[config.mk]
export PLATFORM = sky130hd
export DESIGN_NAME = console_out
export DESIGN_NICKNAME = d
export VERILOG_FILES = /design/src/rtl/console_out.sv
export SDC_FILE = /design/constraint.sdc
export NUM_CORES = 1
export LEC_CHECK = 0
export BUFFER_PORTS_ARGS = -buffer_cell sky130_fd_sc_hd__buf_2
export CORE_UTILIZATION = 59
export CTS_CLUSTER_SIZE = 24
export DETAILED_ROUTE_END_ITERATION = 8
export PLACE_DENSITY = 0.86
export SETUP_SLACK_MARGIN = 0.02
export SLEW_MARGIN = 0
export SYNTH_ARGS = -nofsm -noshare
export SYNTH_HDL_FRONTEND = slang
export SYNTH_SLANG_ARGS = --single-unit
[constraint.sdc]
create_clock -name clk -period 2.8 [get_ports clk]
set_input_delay 0.56 -clock clk [delete_from_list [all_inputs] [get_ports clk]]
set_output_delay 0.56 -clock clk [all_outputs]
set_load 0.01 [all_outputs]
[src/rtl/console_out.sv]
// Paced character sink: buffers writeback bytes in a circular FIFO and drains
// one byte every DRAIN_DIV cycles onto a registered character port.
module console_out #(
  parameter int DEPTH     = 8,
  parameter int DRAIN_DIV = 4
) (
  input  logic                     clk,
  input  logic                     rst,
  input  logic                     wen,
  input  logic [7:0]               wdata,
  input  logic                     halt_req,
  output logic                     full,
  output logic [$clog2(DEPTH):0]   count,
  output logic                     char_valid,
  output logic [7:0]               char_out,
  output logic                     done,
  output logic                     overflow
);

  localparam int AW = $clog2(DEPTH);
  localparam int CW = AW + 1;
  localparam int PW = $clog2(DRAIN_DIV);
  localparam logic [CW-1:0] DEPTH_C  = CW'(DEPTH);
  localparam logic [PW-1:0] PACE_MAX = PW'(DRAIN_DIV - 1);

  typedef enum logic [1:0] {
    S_RUN   = 2'd0,
    S_DRAIN = 2'd1,
    S_DONE  = 2'd2
  } state_t;

  logic [7:0]    mem [DEPTH];
  logic [AW-1:0] rd_ptr_reg;
  logic [AW-1:0] wr_ptr_reg;
  logic [CW-1:0] count_reg;
  logic [CW-1:0] count_next;
  logic [PW-1:0] pace_reg;
  logic [PW-1:0] pace_next;
  state_t        state_reg;
  logic          full_reg;
  logic          char_valid_reg;
  logic [7:0]    char_out_reg;
  logic          done_reg;
  logic          overflow_reg;

  logic pop;
  logic accepting;
  logic push;
  logic drop;

  always_comb begin
    pop       = (count_reg != '0) && (pace_reg == PACE_MAX);
    accepting = (state_reg != S_DONE);
    // A full FIFO still takes a byte when the head leaves on the same edge.
    push      = accepting && wen && ((count_reg != DEPTH_C) || pop);
    drop      = accepting && wen && (count_reg == DEPTH_C) && !pop;

    count_next = count_reg;
    case ({push, pop})
      2'b10:   count_next = count_reg + 1'b1;
      2'b01:   count_next = count_reg - 1'b1;
      default: count_next = count_reg;
    endcase

    pace_next = '0;
    if ((count_reg != '0) && !pop) begin
      pace_next = pace_reg + 1'b1;
    end
  end

  // Storage array carries no reset so it maps onto block RAM.
  always_ff @(posedge clk) begin
    if (push) begin
      mem[wr_ptr_reg] <= wdata;
    end
  end

  always_ff @(posedge clk) begin
    if (rst) begin
      rd_ptr_reg     <= '0;
      wr_ptr_reg     <= '0;
      count_reg      <= '0;
      pace_reg       <= '0;
      state_reg      <= S_RUN;
      full_reg       <= 1'b0;
      char_valid_reg <= 1'b0;
      char_out_reg   <= 8'h00;
      done_reg       <= 1'b0;
      overflow_reg   <= 1'b0;
    end else begin
      count_reg      <= count_next;
      pace_reg       <= pace_next;
      full_reg       <= (count_next == DEPTH_C);
      char_valid_reg <= pop;

      if (push) begin
        wr_ptr_reg <= wr_ptr_reg + 1'b1;
      end
      if (pop) begin
        rd_ptr_reg   <= rd_ptr_reg + 1'b1;
        char_out_reg <= mem[rd_ptr_reg];
      end
      if (drop) begin
        overflow_reg <= 1'b1;
      end

      case (state_reg)
        S_RUN: begin
          if (halt_req) begin
            state_reg <= S_DRAIN;
          end
        end
        S_DRAIN: begin
          // Never finish on a pop edge, so the last byte is seen before done.
          if ((count_next == '0) && !wen && !pop) begin
            state_reg <= S_DONE;
            done_reg  <= 1'b1;
          end
        end
        S_DONE: begin
          state_reg <= S_DONE;
        end
        default: begin
          state_reg <= S_RUN;
        end
      endcase
    end
  end

`ifndef SYNTHESIS
  always_ff @(posedge clk) begin
    if (!rst && pop) begin
      $write("%c", mem[rd_ptr_reg]);
    end
  end
`endif

  assign full       = full_reg;
  assign count      = count_reg;
  assign char_valid = char_valid_reg;
  assign char_out   = char_out_reg;
  assign done       = done_reg;
  assign overflow   = overflow_reg;

endmodule

=== After elaboration in Yosys (flattened, before gate mapping) ===
Memories as Yosys holds them, arrays and structs flattened. A register that Yosys moved wholly into a read port is not among the register bits.
Index checks and enable logic that the tools add are counted.

* Flip-flop bits (word level): 18
* RAM bits: 64
* Bits of input ports: 12
* Output and inout bits: 16
* Memories: 1

* Add/sub/neg operators: 5
* Equal/unequal tests: 11
* Mux-type cells: 6
* Bitwise gates (word level): 1
* Reduce and logical (&&, ||, !) cells: 17

{| class="wikitable"
|+ Memory list
! name !! depth !! bits a word !! rd ports !! clocked after Yosys merged registers in !! write ports !! RTL line !! source
|-
| mem || 8 || 8 || 1 || 1 || 1 || 32 || <nowiki>logic [7:0] mem [DEPTH];</nowiki>
|}

{| class="wikitable"
|+ Operator list
! kind !! number
|-
| $eq A4 B4 Y1 const B || 2
|-
| $logic_and A1 B1 Y1 || 8
|-
| $pmux W4 S2 || 1
|-
| $add A3 B1 Y3 const B || 2
|-
| $eq A2 B2 Y1 const B || 3
|-
| $ne A2 B2 Y1 const B || 3
|-
| $pmux W2 S3 || 1
|-
| $add A4 B1 Y4 const B || 1
|-
| $eq A2 B1 Y1 const B || 2
|-
| $logic_not A4 Y1 || 1
|-
| $mux W2 || 2
|-
| $ne A4 B4 Y1 const B || 1
|-
| $reduce_and A2 Y1 || 2
|-
| $reduce_bool A4 Y1 || 1
|-
| $sub A4 B1 Y4 const B || 1
|-
| $add A2 B1 Y2 const B || 1
|-
| $logic_not A1 Y1 || 2
|-
| $logic_not A2 Y1 || 1
|-
| $mux W1 || 2
|-
| $reduce_or A2 Y1 || 1
|-
| $logic_or A1 B1 Y1 || 1
|-
| $not A1 Y1 || 1
|}

=== Depth between registers and ports, before layout ===
* Word-level depth: 11
* Gate-level depth with buffers: 12
* Depth with buffers taken out: 11

=== Worst setup path before layout ===
Ideal clock, no wire load.

* Kind: reg-to-reg
* Start: register count_reg[3] (netlist: count[3])
* End: register state_reg[0]
* Data arrival time: 2.391 ns
* Required time: 2.673 ns
* Slack: 0.282 ns
* Cell stages (with the launch flop): 11
* Path buffers: 1
* Cells stage by stage: dfxtp_1 > buf_2 > o41ai_2 > nor2_1 > xor2_1 > ha_1 > nor4_1 > o21a_1 > o22ai_2 > nor3b_1 > nor4b_2

* Longest elaborated chain between the ends: 11

{| class="wikitable"
|+ RTL lines
! what !! RTL line !! source
|-
| from (decl) || 35 || <nowiki>logic [CW-1:0] count_reg;</nowiki>
|-
| from (signal assigned) || 91 || <nowiki>count_reg <= count_next;</nowiki>
|-
| $reduce_bool A4 Y1 || 52 || <nowiki>pop = (count_reg != '0) && (pace_reg == PACE_MAX);</nowiki>
|-
| $logic_and A1 B1 Y1 || 52 ||
|-
| $logic_or A1 B1 Y1 || 55 || <nowiki>push = accepting && wen && ((count_reg != DEPTH_C) || pop);</nowiki>
|-
| $logic_and A1 B1 Y1 || 55 ||
|-
| $eq A2 B1 Y1 or $eq A2 B2 Y1 (tied branches) || 59 || <nowiki>case ({push, pop})</nowiki>
|-
| $pmux W4 S2 || 59 ||
|-
| $logic_not A4 Y1 || 115 || <nowiki>if ((count_next == '0) && !wen && !pop) begin</nowiki>
|-
| $logic_and A1 B1 Y1 || 115 ||
|-
| $logic_and A1 B1 Y1 * || 115 ||
|-
| $ne A2 B2 Y1 (no line) * || - ||
|-
| $reduce_and A2 Y1 (no line) * || - ||
|-
| to (signal assigned) || 116 || <nowiki>state_reg <= S_DONE;</nowiki>
|-
| to (signal assigned) || 121 || <nowiki>state_reg <= S_DONE;</nowiki>
|-
| to (signal assigned) || 124 || <nowiki>state_reg <= S_RUN;</nowiki>
|-
| to (decl) || 39 || <nowiki>state_t state_reg;</nowiki>
|}

Mark *: on every way between the ends. The rest lies on a longest branch, timed or not.
A chain may end at the register's enable or synchronous reset.

=== Worst setup path in the final report ===
* Start: register state_reg[0]
* End: register state_reg[0]

* Longest elaborated chain between the ends: 10

{| class="wikitable"
|+ RTL lines
! what !! RTL line !! source
|-
| from (signal assigned) || 84 || <nowiki>state_reg <= S_RUN;</nowiki>
|-
| from (signal assigned) || 110 || <nowiki>state_reg <= S_DRAIN;</nowiki>
|-
| from (signal assigned) || 116 ||
|-
| $ne A2 B2 Y1 || 53 || <nowiki>accepting = (state_reg != S_DONE);</nowiki>
|-
| $logic_and A1 B1 Y1 (2 in series) || 55 ||
|-
| $eq A2 B1 Y1 or $eq A2 B2 Y1 (tied branches) || 59 ||
|-
| $pmux W4 S2 || 59 ||
|-
| $logic_not A4 Y1 || 115 ||
|-
| $logic_and A1 B1 Y1 (2 in series) || 115 ||
|-
| $ne A2 B2 Y1 (no line) || - ||
|-
| $reduce_and A2 Y1 (no line) || - ||
|}

Several ways; a longest one is shown, not always the timed one.

==> results.sh <==
export IMPL_outcome="finished clean"
export IMPL_drc_errors=0
export IMPL_grt_max_degree=27
export IMPL_crit_start="state_reg[0]"
export IMPL_syn_nets=263
export IMPL_final_util=0.694
export IMPL_path_clk_slew_ns=0.09
export IMPL_placed_cell_area_um2=3970
export IMPL_clock_sinks=90
export IMPL_finalSetupTns_ns=0
export IMPL_antenna_found_initial=0
export IMPL_ys_ff_latch=90
export IMPL_grt_overflow=0
export IMPL_grt_setup_unrepaired="false"
export IMPL_start_kind="flop"
export IMPL_yosysSeqAreaShare=0.661
export IMPL_dr_pass1_iters=4
export IMPL_relSlewSlack=0.267
export IMPL_rr_startpoint="state_reg[0]"
export IMPL_p_leak_nw=1.45
export IMPL_coreArea_um2=5990
export IMPL_post_drt_wl_per_cell_um=18.0
export IMPL_critPathMaxFanout=5
export IMPL_track_usage=0.223
export IMPL_hold_start="pace_reg[0]"
export IMPL_fin_total_pwr_mw=2.86
export IMPL_fp_dieH_um=81.2
export IMPL_drt_iter0_drc=130
export IMPL_initial_core_util=0.617
export IMPL_globalplace_congestion=0.909
export IMPL_synth_cells=244
export IMPL_portBuffers=27
export IMPL_detail_route_antenna_nets=0
export IMPL_hpwl_mm=4.35
export IMPL_num_vias=2100
export IMPL_clock_latency_ns=0.35
export IMPL_clock_path_buffers=2
export IMPL_mostFrequentLayoutCell="edfxtp_1"
export IMPL_cp_data_required_time_ns=3.03
export IMPL_syn_area_um2=3700
export IMPL_synthArstFlopShare=0
export IMPL_yosys_warnings=0
export IMPL_yosysUniqueCellTypes=41
export IMPL_die_area_um2=6590
export IMPL_drv_slew=0
export IMPL_cap_violations=0
export IMPL_antennaDiodeCount=0
export IMPL_synth_flop_cell="edfxtp_1"
export IMPL_cts_setup_buffers=0
export IMPL_viasPerCell=5.80
export IMPL_cp_end_kind="flop"
export IMPL_fin_skew_ns=0.0113
export IMPL_hp_class="reg2reg"
export IMPL_hold_viol_final=0
export IMPL_cts_tree="yes"
export IMPL_ioPinCount=28
export IMPL_cts_root_buf="clkbuf_8"
export IMPL_min_period_ns=2.48
export IMPL_h_tree_depth=3
export IMPL_grt_pass1_wl_mm=10.1
export IMPL_drive_above_1_share=0.289
export IMPL_nets=301
export IMPL_crit_arrival_ns=2.71
export IMPL_largest_register_ff_count=64
export IMPL_grt_pass1_vias=2026
export IMPL_syn_area_per_cell_um2=15.1
export IMPL_most_common_layout_cells="edfxtp_1 (64), buf_2 (27), nor2_1 (26), dfxtp_1 (26), mux4_2 (16)"
export IMPL_worst_pin_slew_ns=1.10
export IMPL_whs_ns=0.442
export IMPL_synth_edff_count=64
export IMPL_ir_drop_mv=0.426
export IMPL_numCtsBuffers=9
export IMPL_cts_hold_buf=0
export IMPL_final_cell_area_um2=4160
export IMPL_criticalPathCategory="reg2reg"
export IMPL_setup_violations=0
export IMPL_max_freq_ghz=0.403
export IMPL_p_per_area_nw_per_um2=688
export IMPL_rows=28
export IMPL_drt_wl_total_mm=6.52
export IMPL_die_w_um=81.2
export IMPL_fin_crit_sh=0.886
export IMPL_area_growth_pct=12.5
export IMPL_fill_cells=412
==> per-layer routing <==
layer  part of all wire  vias up  GRT usage
met2               0.50       58      0.370
met3              0.039       17     0.0551
met4              0.027        0      0.123
li1                   -     1008          -
met5                  0        -          0
met1               0.43     1017      0.267
==> path summary, 6_finish.rpt <==
kind             endpoint  slack (ns)  depth (start not counted)
max          state_reg[0]        0.32                         11
min           pace_reg[0]        0.44                          1
max reg2reg  state_reg[0]        0.32                         11
min reg2reg   pace_reg[0]        0.44                          1
==> cells by family after synthesis <==
group / after synthesis / synth area share
compound gates: 23 / 0.0467
flops: 90 / 0.661
simple gates: 69 / 0.0961
fa+ha+maj: 7 / 0.0237
buf+inv: 19 / 0.0234
xor+xnor: 8 / 0.0190
mux: 28 / 0.130
==> area by class of cell <==
class,instances,area [um^2],share of cell area
Clock inverter,7,60.1,0.0144
Inverter,4,15.0,0.00361
Multi-Input combinational cell,135,1170,0.282
Sequential cell,90,2440,0.588
Clock buffer,9,124,0.0298
Timing Repair Buffer,42,248,0.0596
Tap cell,75,93.8,0.0226
==> metrics by stage <==
stage,std cells,setup WS [ns]
2_1_floorplan,244,0.282
3_3_place_gp,346,0.401
3_5_place_dp,346,0.290
4_1_cts,362,0.244
5_1_grt,362,0.0965
6_report,362,0.319
==> synthesized netlist by cell type, types with 2 or more instances <==
library cell | count | share of area
a211oi_1 | 8 | 0.016
edfxtp_1 | 64 | 0.52
nand2_1 | 12 | 0.012
nor3b_1 | 2 | 0.0041
nor3_1 | 8 | 0.011
xor2_1 | 5 | 0.012
nor2b_1 | 3 | 0.0051
nor4_1 | 3 | 0.0051
ha_1 | 7 | 0.024
nand2b_1 | 6 | 0.010
mux2i_1 | 11 | 0.030
nand3_1 | 2 | 0.0027
buf_2 | 3 | 0.0041
inv_1 | 4 | 0.0041
clkbuf_1 | 9 | 0.0091
nor2_1 | 26 | 0.026
a21oi_1 | 5 | 0.0068
mux4_2 | 16 | 0.097
dfxtp_1 | 26 | 0.14
xnor2_1 | 3 | 0.0071
==> power breakdown <==
group | internal, mW | switching, mW | leakage [nW] | total (mW)
combinational | 0.207 | 0.262 | 0.573 | 0.468
sequential | 1.53 | 0.0563 | 0.792 | 1.58
clock | 0.337 | 0.470 | 0.0897 | 0.807
total | 2.07 | 0.788 | 1.45 | 2.86
==> timing repair <==
action / 4_1_cts / 5_1_grt
resized for setup: 0 / 1
endpoints found under the setup margin: 0 / 1
hold endpoints to repair: 0 / 0
==> worst max-delay path, stage by stage (launching register included) <==
cell	delay, ns
dfxtp_1	0.34
inv_1	0.07
ha_1	0.20
nor2b_1	0.19
nor2_1	0.11
xor2_1	0.17
ha_1	0.22
nor4_2	0.37
o21a_1	0.22
o22ai_2	0.13
nor3b_1	0.25
nor4b_2	0.08
No activity file was read; power rests on OpenSTA's default activity.
